[src/rtl/c2_channel_packer.sv]
// c2_channel_packer
//   Gathers NUM_CH consecutive post-ReLU channel values into one packed pixel
//   word (channel k in lane k, zero-extended to LANE_W bits) and buffers the
//   words in a first-word-fall-through FIFO. Words leave over a valid/ready
//   handshake, tagged with end-of-row / end-of-frame flags derived from the
//   output pixel position.
//
// Ports:
//   clk             clock
//   rst_n           asynchronous reset, active-high (asserted when 1)
//   frame_start     single-cycle pulse, restarts word assembly
//   ch_data         one channel value
//   ch_valid        ch_data valid this cycle
//   data_out        packed pixel word at FIFO head (0 when empty)
//   data_out_valid  FIFO non-empty
//   data_out_ready  downstream accepts the head word
//   data_out_eol    head word is the last pixel of a row
//   data_out_eof    head word is the last pixel of the frame
//   fifo_count      current FIFO occupancy, 0..DEPTH
//   almost_full     fifo_count >= AF_LEVEL (upstream stall hint)
//   overflow        sticky: a completed word was dropped
//   partial_err     sticky: frame_start arrived with a partial word pending
module c2_channel_packer #(
    parameter int unsigned NUM_CH   = 3,
    parameter int unsigned IN_W     = 16,
    parameter int unsigned LANE_W   = 32,
    parameter int unsigned DEPTH    = 16,
    parameter int unsigned AF_LEVEL = 14,
    parameter int unsigned OUT_W    = 11,
    parameter int unsigned OUT_H    = 11
) (
    input  logic                        clk,
    input  logic                        rst_n,
    input  logic                        frame_start,
    input  logic [IN_W-1:0]             ch_data,
    input  logic                        ch_valid,
    output logic [NUM_CH*LANE_W-1:0]    data_out,
    output logic                        data_out_valid,
    input  logic                        data_out_ready,
    output logic                        data_out_eol,
    output logic                        data_out_eof,
    output logic [$clog2(DEPTH):0]      fifo_count,
    output logic                        almost_full,
    output logic                        overflow,
    output logic                        partial_err
);

    localparam int unsigned WW    = NUM_CH * LANE_W;
    localparam int unsigned AW    = $clog2(DEPTH);
    localparam int unsigned CNT_W = AW + 1;
    localparam int unsigned CW    = (NUM_CH > 1) ? $clog2(NUM_CH) : 1;
    localparam int unsigned XW    = (OUT_W > 1) ? $clog2(OUT_W) : 1;
    localparam int unsigned YW    = (OUT_H > 1) ? $clog2(OUT_H) : 1;

    logic [CW-1:0]    ch_cnt_q, ch_cnt_d;
    logic [WW-1:0]    asm_q, asm_d;
    logic [WW-1:0]    mem_q [DEPTH];
    logic [AW-1:0]    wptr_q, rptr_q;
    logic [CNT_W-1:0] count_q, count_d;
    logic [XW-1:0]    x_q;
    logic [YW-1:0]    y_q;
    logic             af_q, ovf_q, perr_q;

    logic [CW-1:0]    eff_cnt;
    logic [WW-1:0]    base, push_word;
    logic             last_beat, push_req, push_ok, pop;

    // A frame_start beat counts as channel 0 of a fresh word, so the
    // assembly view is cleared combinationally before the beat is merged.
    always_comb begin
        eff_cnt   = frame_start ? '0 : ch_cnt_q;
        base      = frame_start ? '0 : asm_q;
        push_word = base;
        for (int unsigned k = 0; k < NUM_CH; k++) begin
            if (CW'(k) == eff_cnt) begin
                push_word[k*LANE_W +: LANE_W] = LANE_W'(ch_data);
            end
        end
        last_beat = (eff_cnt == CW'(NUM_CH - 1));
        push_req  = ch_valid && last_beat;

        ch_cnt_d = eff_cnt;
        asm_d    = base;
        if (ch_valid) begin
            if (last_beat) begin
                ch_cnt_d = '0;
                asm_d    = '0;
            end else begin
                ch_cnt_d = eff_cnt + CW'(1);
                asm_d    = push_word;
            end
        end
    end

    assign pop     = (count_q != '0) && data_out_ready;
    // A full FIFO still takes the word when the head leaves in the same cycle.
    assign push_ok = push_req && ((count_q != CNT_W'(DEPTH)) || pop);

    always_comb begin
        count_d = count_q;
        case ({push_ok, pop})
            2'b10:   count_d = count_q + CNT_W'(1);
            2'b01:   count_d = count_q - CNT_W'(1);
            default: count_d = count_q;
        endcase
    end

    always_ff @(posedge clk or posedge rst_n) begin
        if (rst_n) begin
            ch_cnt_q <= '0;
            asm_q    <= '0;
            wptr_q   <= '0;
            rptr_q   <= '0;
            count_q  <= '0;
            x_q      <= '0;
            y_q      <= '0;
            af_q     <= 1'b0;
            ovf_q    <= 1'b0;
            perr_q   <= 1'b0;
        end else begin
            ch_cnt_q <= ch_cnt_d;
            asm_q    <= asm_d;
            count_q  <= count_d;
            af_q     <= (count_d >= CNT_W'(AF_LEVEL));
            if (push_ok) begin
                wptr_q <= wptr_q + AW'(1);
            end
            if (push_req && !push_ok) begin
                ovf_q <= 1'b1;
            end
            if (frame_start && (ch_cnt_q != '0)) begin
                perr_q <= 1'b1;
            end
            if (pop) begin
                rptr_q <= rptr_q + AW'(1);
                if (x_q == XW'(OUT_W - 1)) begin
                    x_q <= '0;
                    y_q <= (y_q == YW'(OUT_H - 1)) ? '0 : y_q + YW'(1);
                end else begin
                    x_q <= x_q + XW'(1);
                end
            end
        end
    end

    // Storage needs no reset: the head is only visible while count_q != 0.
    always_ff @(posedge clk) begin
        if (push_ok) begin
            mem_q[wptr_q] <= push_word;
        end
    end

    assign data_out_valid = (count_q != '0);
    assign data_out       = data_out_valid ? mem_q[rptr_q] : '0;
    assign data_out_eol   = data_out_valid && (x_q == XW'(OUT_W - 1));
    assign data_out_eof   = data_out_eol && (y_q == YW'(OUT_H - 1));
    assign fifo_count     = count_q;
    assign almost_full    = af_q;
    assign overflow       = ovf_q;
    assign partial_err    = perr_q;

endmodule

[config.mk]
export PLATFORM = sky130hd
export DESIGN_NAME = c2_channel_packer
export DESIGN_NICKNAME = d
export VERILOG_FILES = /design/src/rtl/c2_channel_packer.sv
export SDC_FILE = /design/constraint.sdc
export NUM_CORES = 1
export LEC_CHECK = 0
export ABC_AREA = 0
export CORE_MARGIN = 4
export CORE_UTILIZATION = 60
export DETAILED_ROUTE_END_ITERATION = 10
export PLACE_DENSITY = 0.77
export SETUP_SLACK_MARGIN = 0.4
export SYNTH_ARGS = -nofsm -noshare
export SYNTH_HDL_FRONTEND = slang
export SYNTH_SLANG_ARGS = --single-unit
[constraint.sdc]
create_clock -name clk -period 12.5 [get_ports clk]
set_clock_uncertainty 0.1 [all_clocks]
set_input_delay 2.5 -clock clk [delete_from_list [all_inputs] [get_ports clk]]
set_output_delay 2.5 -clock clk [all_outputs]
set_load 0.03 [all_outputs]
==> impl_metrics.yaml <==
synthesis:
  yosysWarnings: 0
  seq_area_frac_synth_pct: 76.69
  syn_nets: 2901
  ys_types: 48
  synth_cells: 2871
  synth_area_um2: 64120
  ys_ff_latch: 1658
  syn_avg_cell_area_um2: 22.34
cts:
  cts_setup_buffers: 0
  cts_hold_buf: 0
  clk_latency_ns: 0.75
  cts_resized: 0
  cts.clk_slew.worst_paths_ns: 0.06
  htree_levels: 4
  cts_buffers: 155
  cts-root-buf: "clkbuf_16"
  cts_sinks: 1658
  max-clock-path-buffers: 3
  cts_tree: "yes"
hold_path:
  min_from: "asm_q[17]"
  hold_path_depth: 1
  min_to: "asm_q[17]"
  hp-class: "reg2reg"
sta:
  min_period_ns: 8.137
  hold_ws_ns: 0.3784
  finalCritPeriodShare_pct: 65.10
  max_freq_ghz: 0.1229
  tightest_slew_ns: 1.364
  drv_slew: 0
  worst_slew_margin_rel_pct: 8.852
  hold_violations: 0
  setup_viol: 0
  tns_ns: 0
  rsz0062_at_grt: "false"
critical_path:
  startpoint_type: "register"
  r2r_slack_ns: 7.74
  required_ns: 9.90
  rr_worst_depth: 6
  crit_fanout: 78
  path_cells: "buf_4 > buf_4 > mux4_2 > mux4_2 > and2_1 > clkdlybuf4s50_1"
  crit_family: "buffers and inverters"
  worst_path_max_delay_cell: "buf_4"
  r2r_end: "mem_q[14][16]"
  r2r-start: "ch_cnt_q[0]"
  critPathKind: "reg2out"
  arrival_ns: 5.54
  cp_num_buf_inv: 3
  setup.worst_path.end_class: "output port"
  max_stage_delay_ns: 1.02
route:
  drcViolationCount: 0
  num_vias: 30730
  finalWirelength_um: 150700
  dr.pass1.iters: 5
  final_antenna_net_count: 0
  viasPerCell: 6.706
  drt_iter0_markers: 4405
  wl_per_cell_um: 32.89
global_route:
  grt_usage_pct: 27.54
  grt_max_degree: 114
  grt_pass1_wl_um: 223200
  antenna_found_initial: 8
  overflow: 0
  first_global_vias: 32750
layout:
  drive_above_1_share_pct: 25.34
  syn_to_final_growth_pct: 12.06
  nNetsFinal: 3091
die:
  dieHeight_um: 334.9
  die_w_um: 334.9
  core_area_um2: 105700
  initial_utilization_pct: 60.66
  ios: 128
  rows: 119
  design.die.area_um2: 112200
run_status:
  status: "finished clean"
power_and_ir_drop:
  power_density_nw_per_um2: 211.7
  leakagePower_uw: 0.02186
  vdd_drop_max_v: 0.0002039
job:
  cap_violations: 0
place:
  port_buffers: 127
  gp_congestion: 0.8141
  hpwl_um: 72630
==> layer usage <==
layer,part of all wire (%),global-route usage [%],up-vias
li1,-,-,12200
met1,36,38.63,16240
met2,51,45.26,1988
met3,10,5.010,293
met4,2.9,8.654,4
met5,0.018,0,-
==> layout make-up <==
| type | instances | area, um^2 |
|---|---|---|
| clock inverters | 71 | 593.1 |
| clock buffers | 214 | 4368 |
| multi-input cells | 1038 | 14110 |
| repair buffers | 195 | 1802 |
| well taps | 1391 | 1740 |
| fillers | 6133 | 33850 |
| flip-flops and latches | 1658 | 49190 |
| diodes | 2 | 5.005 |
| inverters | 13 | 51.30 |
==> layout by cell type (no fill, tap or decap), drive strengths merged, types with 8 or more instances in the layout <==
| cell | count |
|---|---|
| bufinv | 8 |
| nand2b | 67 |
| xnor2 | 10 |
| buf | 69 |
| a22o | 17 |
| dfrtp | 122 |
| edfxtp | 1536 |
| ha | 8 |
| nor2 | 94 |
| inv | 16 |
| o2bb2ai | 17 |
| and2 | 139 |
| clkbuf | 214 |
| clkinv | 58 |
| o21ai | 41 |
| nand2 | 105 |
| mux4 | 480 |
| clkdlybuf4s50 | 126 |
==> kinds of logic (layout without fill, tap and decap cells) <==
family / Yosys count / after routing / share of synthesized area, %
multiplexers: 484 / 484 / 16.92
buffers and inverters: 175 / 493 / 1.489
adder cells (fa/ha/maj): 9 / 9 / 0.1873
AO/OA/AOI/OAI: 99 / 99 / 1.054
AND/OR/NAND/NOR: 435 / 435 / 3.506
other: 0 / 2 / 0
flip-flops: 1658 / 1658 / 76.69
XOR/XNOR: 11 / 11 / 0.1502
==> how the worst max path moves through the flow <==
| stage | cells after the start | from | slack (ns) | endpoint |
|---|---|---|---|---|
| after floorplan | 5 | frame_start | -0.91 | mem_q[1][0] |
| after global placement | 6 | rptr_q[2] | 5.27 | data_out[89] |
| after detailed placement | 8 | ch_valid | 5.14 | mem_q[14][16] |
| after CTS | 6 | rptr_q[2] | 4.32 | data_out[89] |
| after global routing | 6 | rptr_q[2] | 4.19 | data_out[89] |
| final | 6 | rptr_q[2] | 4.36 | data_out[89] |
==> flip-flops by register name (all words and copies together), names as in the netlist <==
name	count
almost_full	1
asm_q	96
ch_cnt_q	2
fifo_count	5
mem_q	1536
overflow	1
partial_err	1
rptr_q	4
wptr_q	4
x_q	4
y_q	4
==> worst reg2reg max path, stage by stage (launching register included) <==
cell	delay, ns
dfrtp_1	0.50
nand4bb_1	0.47
a31oi_1	0.59
nand3_1	0.46
nor2_4	0.53
buf_4	0.91
buf_4	0.78
==> synthesized netlist by cell type, drive strengths merged <==
cell type	n	area, um^2
fa	1	20.02
mux2i	3	30.03
a32o	1	10.01
clkbuf	109	409.1
nand3	7	35.03
a21o	3	22.52
o21bai	1	7.510
ha	8	100.1
and2	139	869.6
or2	2	12.52
nor4bb	1	10.01
xnor2	10	87.58
nor2b	4	25.02
o21a	2	15.01
a21oi	6	30.03
nand4bb	1	11.26
a211oi	2	15.01
inv	13	48.80
nor3	1	5.000
dfrtp	122	3053
buf	53	496.7
and4b	1	10.01
nor3b	2	15.01
nor4	5	37.53
o2bb2ai	17	148.9
nand2	105	394.1
or4	1	7.510
nor2	94	352.8
nand2b	67	419.2
a22o	17	148.9
o2111ai	1	8.760
edfxtp	1536	46120
a211o	1	8.760
o21ai	41	209.0
o211ai	4	30.03
xor2	1	8.760
nand4	3	18.77
and4bb	2	25.02
a31oi	2	12.51
a31o	1	8.760
mux4	480	10810
mux2	1	11.26
==> metrics by stage <==
stage | area [um^2] | setup slack, ns | utilization [%] | cells | total power [uW]
global placement | 66890 | 5.270 | 63.28 | 4295 | 10640
CTS | 71860 | 4.325 | 67.97 | 4580 | 15320
finish | 71860 | 4.363 | 67.98 | 4582 | 15210
floorplan | 64120 | -0.9081 | - | 2871 | 9417
global route | 71860 | 4.192 | 67.97 | 4580 | 15740
detailed placement | 66890 | 5.143 | 63.28 | 4295 | 10720
==> power by group <==
group          internal (uW)  total [uW]  switching [uW]
combinational           2040        4310            2270
clock                   2610        4600            1980
sequential              6100        6300             207
total                  10800       15200            4460
Power figures use the tool's default switching activity.
